--- src/rtl/wb_stage_if.sv ---
// Bus between the memory/write-back latch, the decode read ports and the
// processor output port of the write-back stage.
interface wb_stage_if #(
  parameter int DW = 8
);
  logic [1:0]    ra;
  logic [1:0]    rb;
  logic          RW;
  logic [1:0]    SP;
  logic          SW1;
  logic          SW2;
  logic          out_ld;
  logic [DW-1:0] DataOut;
  logic [1:0]    rd_addr1;
  logic [1:0]    rd_addr2;
  logic [DW-1:0] rd_data1;
  logic [DW-1:0] rd_data2;
  logic [DW-1:0] sp_value;
  // Output handshake: out_valid is high while out_port holds data the
  // consumer has not taken; the consumer takes it by raising out_ack for one
  // edge while out_valid is high. out_ack with out_valid low is ignored, and
  // an out_ld that lands on unconsumed, unacknowledged data sets out_ovf.
  logic [DW-1:0] out_port;
  logic          out_valid;
  logic          out_ack;
  logic          out_ovf;

  modport master (
    output ra, rb, RW, SP, SW1, SW2, out_ld, DataOut, rd_addr1, rd_addr2, out_ack,
    input  rd_data1, rd_data2, sp_value, out_port, out_valid, out_ovf
  );

  modport slave (
    input  ra, rb, RW, SP, SW1, SW2, out_ld, DataOut, rd_addr1, rd_addr2, out_ack,
    output rd_data1, rd_data2, sp_value, out_port, out_valid, out_ovf
  );
endinterface

--- src/rtl/wb_stage.sv ---
// Write-back stage: register file commit, R3 stack pointer, output port.
// Define WB_BYPASS_EN for write-first (bypassed) decode read ports.
module wb_stage #(
  parameter int             DW       = 8,
  parameter logic [DW-1:0]  SP_RESET = 8'hFF
) (
  input  logic       clk,
  input  logic       reset,
  wb_stage_if.slave  bus
);

  logic [DW-1:0] regs_q [4];
  logic [DW-1:0] regs_d [4];
  logic [DW-1:0] out_port_q, out_port_d;
  logic          out_valid_q, out_valid_d;
  logic          out_ovf_q, out_ovf_d;

  logic [1:0]    dest;
  logic          sp_op;
  logic [DW-1:0] sp_next;

  always_comb begin
    dest    = bus.SW1 ? bus.rb : bus.ra;
    sp_op   = 1'b0;
    sp_next = regs_q[3];
    case (bus.SP)
      2'b01: begin sp_op = 1'b1; sp_next = regs_q[3] + 1'b1; end
      2'b10: begin sp_op = 1'b1; sp_next = regs_q[3] - 1'b1; end
      default: ;
    endcase
  end

  // The register write is applied after the SP update so it wins on R3.
  always_comb begin
    regs_d = regs_q;
    if (sp_op)
      regs_d[3] = sp_next;
    if (bus.RW)
      regs_d[dest] = bus.DataOut;
  end

  always_comb begin
    out_port_d  = out_port_q;
    out_valid_d = out_valid_q;
    out_ovf_d   = out_ovf_q;
    if (bus.out_ld) begin
      out_port_d  = bus.SW2 ? regs_q[bus.rb] : bus.DataOut;
      out_valid_d = 1'b1;
      if (out_valid_q && !bus.out_ack)
        out_ovf_d = 1'b1;
    end else if (bus.out_ack) begin
      out_valid_d = 1'b0;
    end
  end

  always_ff @(posedge clk or posedge reset) begin
    if (reset) begin
      regs_q[0]   <= '0;
      regs_q[1]   <= '0;
      regs_q[2]   <= '0;
      regs_q[3]   <= SP_RESET;
      out_port_q  <= '0;
      out_valid_q <= 1'b0;
      out_ovf_q   <= 1'b0;
    end else begin
      regs_q      <= regs_d;
      out_port_q  <= out_port_d;
      out_valid_q <= out_valid_d;
      out_ovf_q   <= out_ovf_d;
    end
  end

`ifdef WB_BYPASS_EN
  // Next-state view already encodes the RW-over-SP priority.
  assign bus.rd_data1 = regs_d[bus.rd_addr1];
  assign bus.rd_data2 = regs_d[bus.rd_addr2];
`else
  assign bus.rd_data1 = regs_q[bus.rd_addr1];
  assign bus.rd_data2 = regs_q[bus.rd_addr2];
`endif

  assign bus.sp_value  = regs_q[3];
  assign bus.out_port  = out_port_q;
  assign bus.out_valid = out_valid_q;
  assign bus.out_ovf   = out_ovf_q;

endmodule
--- src/flat_wrapper.sv ---
// flat-port wrapper written by rule: the top's interface ports become plain ports
module wb_stage_flat 
#(
  parameter int             DW       = 8,
  parameter logic [DW-1:0]  SP_RESET = 8'hFF
)
  (clk, reset, bus_ra, bus_rb, bus_RW, bus_SP, bus_SW1, bus_SW2, bus_out_ld, bus_DataOut, bus_rd_addr1, bus_rd_addr2, bus_out_ack, bus_rd_data1, bus_rd_data2, bus_sp_value, bus_out_port, bus_out_valid, bus_out_ovf);
  wb_stage_if #(.DW(DW)) bus_i ();
  input  logic clk;
  input  logic reset;
  input wire logic [$bits(bus_i.ra)-1:0] bus_ra;
  input wire logic [$bits(bus_i.rb)-1:0] bus_rb;
  input wire logic [$bits(bus_i.RW)-1:0] bus_RW;
  input wire logic [$bits(bus_i.SP)-1:0] bus_SP;
  input wire logic [$bits(bus_i.SW1)-1:0] bus_SW1;
  input wire logic [$bits(bus_i.SW2)-1:0] bus_SW2;
  input wire logic [$bits(bus_i.out_ld)-1:0] bus_out_ld;
  input wire logic [$bits(bus_i.DataOut)-1:0] bus_DataOut;
  input wire logic [$bits(bus_i.rd_addr1)-1:0] bus_rd_addr1;
  input wire logic [$bits(bus_i.rd_addr2)-1:0] bus_rd_addr2;
  input wire logic [$bits(bus_i.out_ack)-1:0] bus_out_ack;
  output wire logic [$bits(bus_i.rd_data1)-1:0] bus_rd_data1;
  output wire logic [$bits(bus_i.rd_data2)-1:0] bus_rd_data2;
  output wire logic [$bits(bus_i.sp_value)-1:0] bus_sp_value;
  output wire logic [$bits(bus_i.out_port)-1:0] bus_out_port;
  output wire logic [$bits(bus_i.out_valid)-1:0] bus_out_valid;
  output wire logic [$bits(bus_i.out_ovf)-1:0] bus_out_ovf;
  assign bus_i.ra = bus_ra;
  assign bus_i.rb = bus_rb;
  assign bus_i.RW = bus_RW;
  assign bus_i.SP = bus_SP;
  assign bus_i.SW1 = bus_SW1;
  assign bus_i.SW2 = bus_SW2;
  assign bus_i.out_ld = bus_out_ld;
  assign bus_i.DataOut = bus_DataOut;
  assign bus_i.rd_addr1 = bus_rd_addr1;
  assign bus_i.rd_addr2 = bus_rd_addr2;
  assign bus_i.out_ack = bus_out_ack;
  assign bus_rd_data1 = bus_i.rd_data1;
  assign bus_rd_data2 = bus_i.rd_data2;
  assign bus_sp_value = bus_i.sp_value;
  assign bus_out_port = bus_i.out_port;
  assign bus_out_valid = bus_i.out_valid;
  assign bus_out_ovf = bus_i.out_ovf;
  wb_stage #(.DW(DW), .SP_RESET(SP_RESET)) u_core (.clk(clk), .reset(reset), .bus(bus_i));
endmodule
--- config.mk ---
export PLATFORM = sky130hd
export DESIGN_NAME = wb_stage_flat
export DESIGN_NICKNAME = d
export VERILOG_FILES = /design/src/rtl/wb_stage_if.sv /design/src/rtl/wb_stage.sv /design/src/flat_wrapper.sv
export SDC_FILE = /design/constraint.sdc
export NUM_CORES = 1
export LEC_CHECK = 0
export ABC_AREA = 1
export CAP_MARGIN = 25
export CELL_PAD_IN_SITES_DETAIL_PLACEMENT = 1
export CELL_PAD_IN_SITES_GLOBAL_PLACEMENT = 2
export CORE_MARGIN = 5
export CORE_UTILIZATION = 25
export DETAILED_ROUTE_END_ITERATION = 6
export PLACE_DENSITY_LB_ADDON = 0.1
export SLEW_MARGIN = 20
export SYNTH_ARGS = -nofsm -noshare
export SYNTH_HDL_FRONTEND = slang
export SYNTH_SLANG_ARGS = --single-unit
--- constraint.sdc ---
create_clock -name clk -period 1.7 [get_ports clk]
set_clock_uncertainty 0.15 [all_clocks]
set_input_delay 0.17 -clock clk [delete_from_list [all_inputs] [get_ports clk]]
set_output_delay 0.17 -clock clk [all_outputs]
set_load 0.02 [all_outputs]
==> metrics.md <==
| Metric | Value |
|---|---|
| Run status | finished, violations left |
| Failing checks | negative setup slack |
| Post-CTS Hold Buffers | 0 |
| Setup TNS | -612 ps |
| ANT nets after route | 0 |
| Slew @ Worst Pin | approximately 450 ps |
| Max incr delay on CP | 600 ps |
| Flop2flop setup slack | -140 ps |
| Average size of a mapped cell | 6.88 um2 |
| FILL cells | 1,366 |
| Worst Setup Slack post-DPL | -552 ps |
| Synth-to-Final Area Change | 60.0% |
| R2R cell count | 11 |
| Total grt overflow | 0 |
| Max FO, Critical Path | 4 |
| NumNets Final | 564 |
| Number of cell rows | 38 |
| Max Cap Violations | 0 |
| IO Pins | between 50 and 60 |
| Cell count after synthesis | 410 |
| Routability cong. | around 0.8 |
| VDD IR-drop max | ~0.00043 V |
| Clk sinks | between 40 and 50 |
| Ys Warns | 0 |
| Setup crit end | u_core.bus.sp_value[4] |
| Sequential fraction of the synthesis area | between 30% and 40% |
| Dominant cell type by area after synthesis | dfrtp_1 |
| Slew HR | between 60% and 70% |
| Placement Cell Area | slightly above 4000 um2 |
| Hold Crit Class | input pin to asynchronous set/reset pin |
| Dpl hpwl | about 9100 um |
| Dpl cells | 652 |
| Clk root buf | clkbuf_16 |
| Final instance area | approximately 4500 um2 |
| Crit-path cells | nand2_2, nand2_2, inv_2, ha_4, o21bai_4, nand2_1, nand3_2, xor2_1, nand2_1, nand2_1, nand2_1 |
| Core area | roughly 11,000 um2 |
| Leak | 2.12 nW |
| TritonCTS Buffers | 5 |
| Initial Utilization | about 26% |
| Area contributors post-synth | dfrtp_1, o21ai_0, nor2_1 |
| Startpoint types | register |
| PD cells | 1280 nW/um2 |
| Unique cell type count in the Yosys netlist | 29 |
| Clock-pin slew of the registers on the worst-case setup and hold paths | roughly 60 ps |
| Most used cell, CP | nand2_1 |
| Critical-path top delay cell | dfstp_2 |
| Die W | ~120 um |
| Wire per inst | between 15 and 20 um |
| Final setup viols | 7 |
| Crit path time final | roughly 1800 ps |
| Post-synth EDFFs | 0 |
| Routed wire length | roughly 12,000 um |
| Vias/cell | 4.79 |
| Final worst slack | -144 ps |
| Ys flop type | dfrtp_1 |
| Req. time, crit path | 1760 ps |
| H-tree depth | 2 |
| Clock Latency Late Sink | between 200 and 300 ps |
| Chip Height | about 120 um |
| Syn_nets | 438 |
| First-pass GRT wire length | 18,200 um |
| Asr flop ratio synth | between 90% and 100% |
| Fin. Hold Viols | 0 |
| Die area | about 14,000 um2 |
| Fin crit share | 108% |
| Clk buf depth | 2 |
| Mapped Area | around 2800 um2 |
| CTS tree | done |
| Max Transition Viols Final | 0 |
| Fmax | roughly 0.54 GHz |
| Non-filler instance count after layout | 677 |
| CP endpoint kind | register |
| R2r startpoint | u_core.bus.sp_value[1] |
| Drc violations | 0 |
| Largest net degree at the start of global routing | 18 |
| Initial antenna violation count | 0 |
| Setup CP Type | register to register |
| Share of the synthesized area in the top cell type | 30.1% |
| Layout cells sized above 1 | about a third |
| Detailed Route Iter0 Violations | slightly below 100 |
| Antenna cells | 0 |
| # port buffers | 58 |
| RR Endpoint | u_core.bus.sp_value[4] |
| Synth Register Bits | 42 |
| Count leader, synth | nor2_1 |
| Overall Global Routing Usage | between 10% and 20% |
| Synth top cells by count | nor2_1, nand2_1, o21ai_0 |
| Via Count | around 3,200 |
| Crit path from | u_core.bus.sp_value[1] |
| Critical Path AT | between 1500 and 2000 ps |
| TritonRoute pass-1 iters | 4 |
| Vias in the first global route | 3,375 |
| RSZ-0062 raised after global routing | yes |
-- metrics by stage --
step	hold WS [ps]	utilization (%)	total power (W)
after floorplan	115	-	0.00288
after global placement	307	37.3	0.00424
after detailed placement	314	37.3	0.00427
after CTS	10.8	39.6	0.00549
after global routing	41.9	41.3	0.00618
final	1.66	41.3	0.00580
-- cell families after synthesis --
group / after synthesis / share of synthesized area [%]
simple gates: 165 / 24.0
buf+inv: 61 / 9.71
fa+ha+maj: 3 / 1.33
xor+xnor: 5 / 1.55
compound gates: 134 / 25.8
flops: 42 / 37.6
-- flip-flops by register name, summed over array words and instances (netlist names) --
| signal | count |
|---|---|
| u_core.regs_q | 24 |
| u_core.bus.out_ovf | 1 |
| u_core.bus.sp_value | 8 |
| u_core.bus.out_valid | 1 |
| u_core.bus.out_port | 8 |
-- worst min path at each step --
| stage | from | to | slack (ps) | cells past startpoint |
|---|---|---|---|---|
| 2_1_floorplan | bus_DataOut[4] | u_core.bus.sp_value[4] | 110 | 2 |
| 3_3_place_gp | reset | u_core.regs_q[28] | 310 | 2 |
| 3_5_place_dp | reset | u_core.regs_q[12] | 310 | 2 |
| 4_1_cts | reset | u_core.regs_q[12] | 10 | 2 |
| 5_1_grt | reset | u_core.regs_q[12] | 40 | 2 |
| 6_report | reset | u_core.regs_q[12] | 2 | 2 |
-- where the power goes --
part / leakage [nW] / internal, W / switching (W)
Combinational: 1.56 / 0.00160 / 0.00160
Clock: 0.0739 / 0.000582 / 0.000372
Sequential: 0.483 / 0.00131 / 0.000341
-- layout make-up --
type	instances	area, um2	share of cell area [%]
sequential	42	1060	23.5
timing repair buffer	142	1320	29.3
tap	140	175	3.88
inverter	38	145	3.21
clock buffer	7	143	3.16
clock inverter	1	5.00	0.111
multi-input combinational	307	1670	36.9
-- cell usage in the layout (no fill, tap or decap), types with 12 or more instances in the layout --
cell / count
a21oi_1: 30
buf_12: 12
buf_4: 79
clkdlybuf4s50_1: 30
dfrtp_1: 34
inv_1: 23
inv_2: 12
nand2_1: 61
nor2_1: 71
o21ai_0: 61
o22ai_1: 17
-- routing by layer --
metal / track usage [%] / share of wire (%)
met1: 25.1 / 49
met2: 27.0 / 45
met3: 2.85 / 3.9
met4: 5.34 / 1.7
met5: 0 / 0
-- worst max-delay path, delay by kind of cell, from the launching register on --
kind | cells | cell delay, ps
adders and majority gates | 1 | 150
buffers and inverters | 1 | 50
and+or+nand+nor | 7 | 510
DFF | 1 | 600
xor gates and xnor gates | 1 | 150
AOI/OAI and AO/OA | 1 | 170
-- repair_timing --
item                                   in CTS  in global routing
buffers inserted                           10                  7
gates resized for setup                   110                 46
pin swaps                                  22                 18
setup endpoints to repair                  31                 23
endpoints found under the hold margin       0                  0
Power figures use the tool's default switching activity.
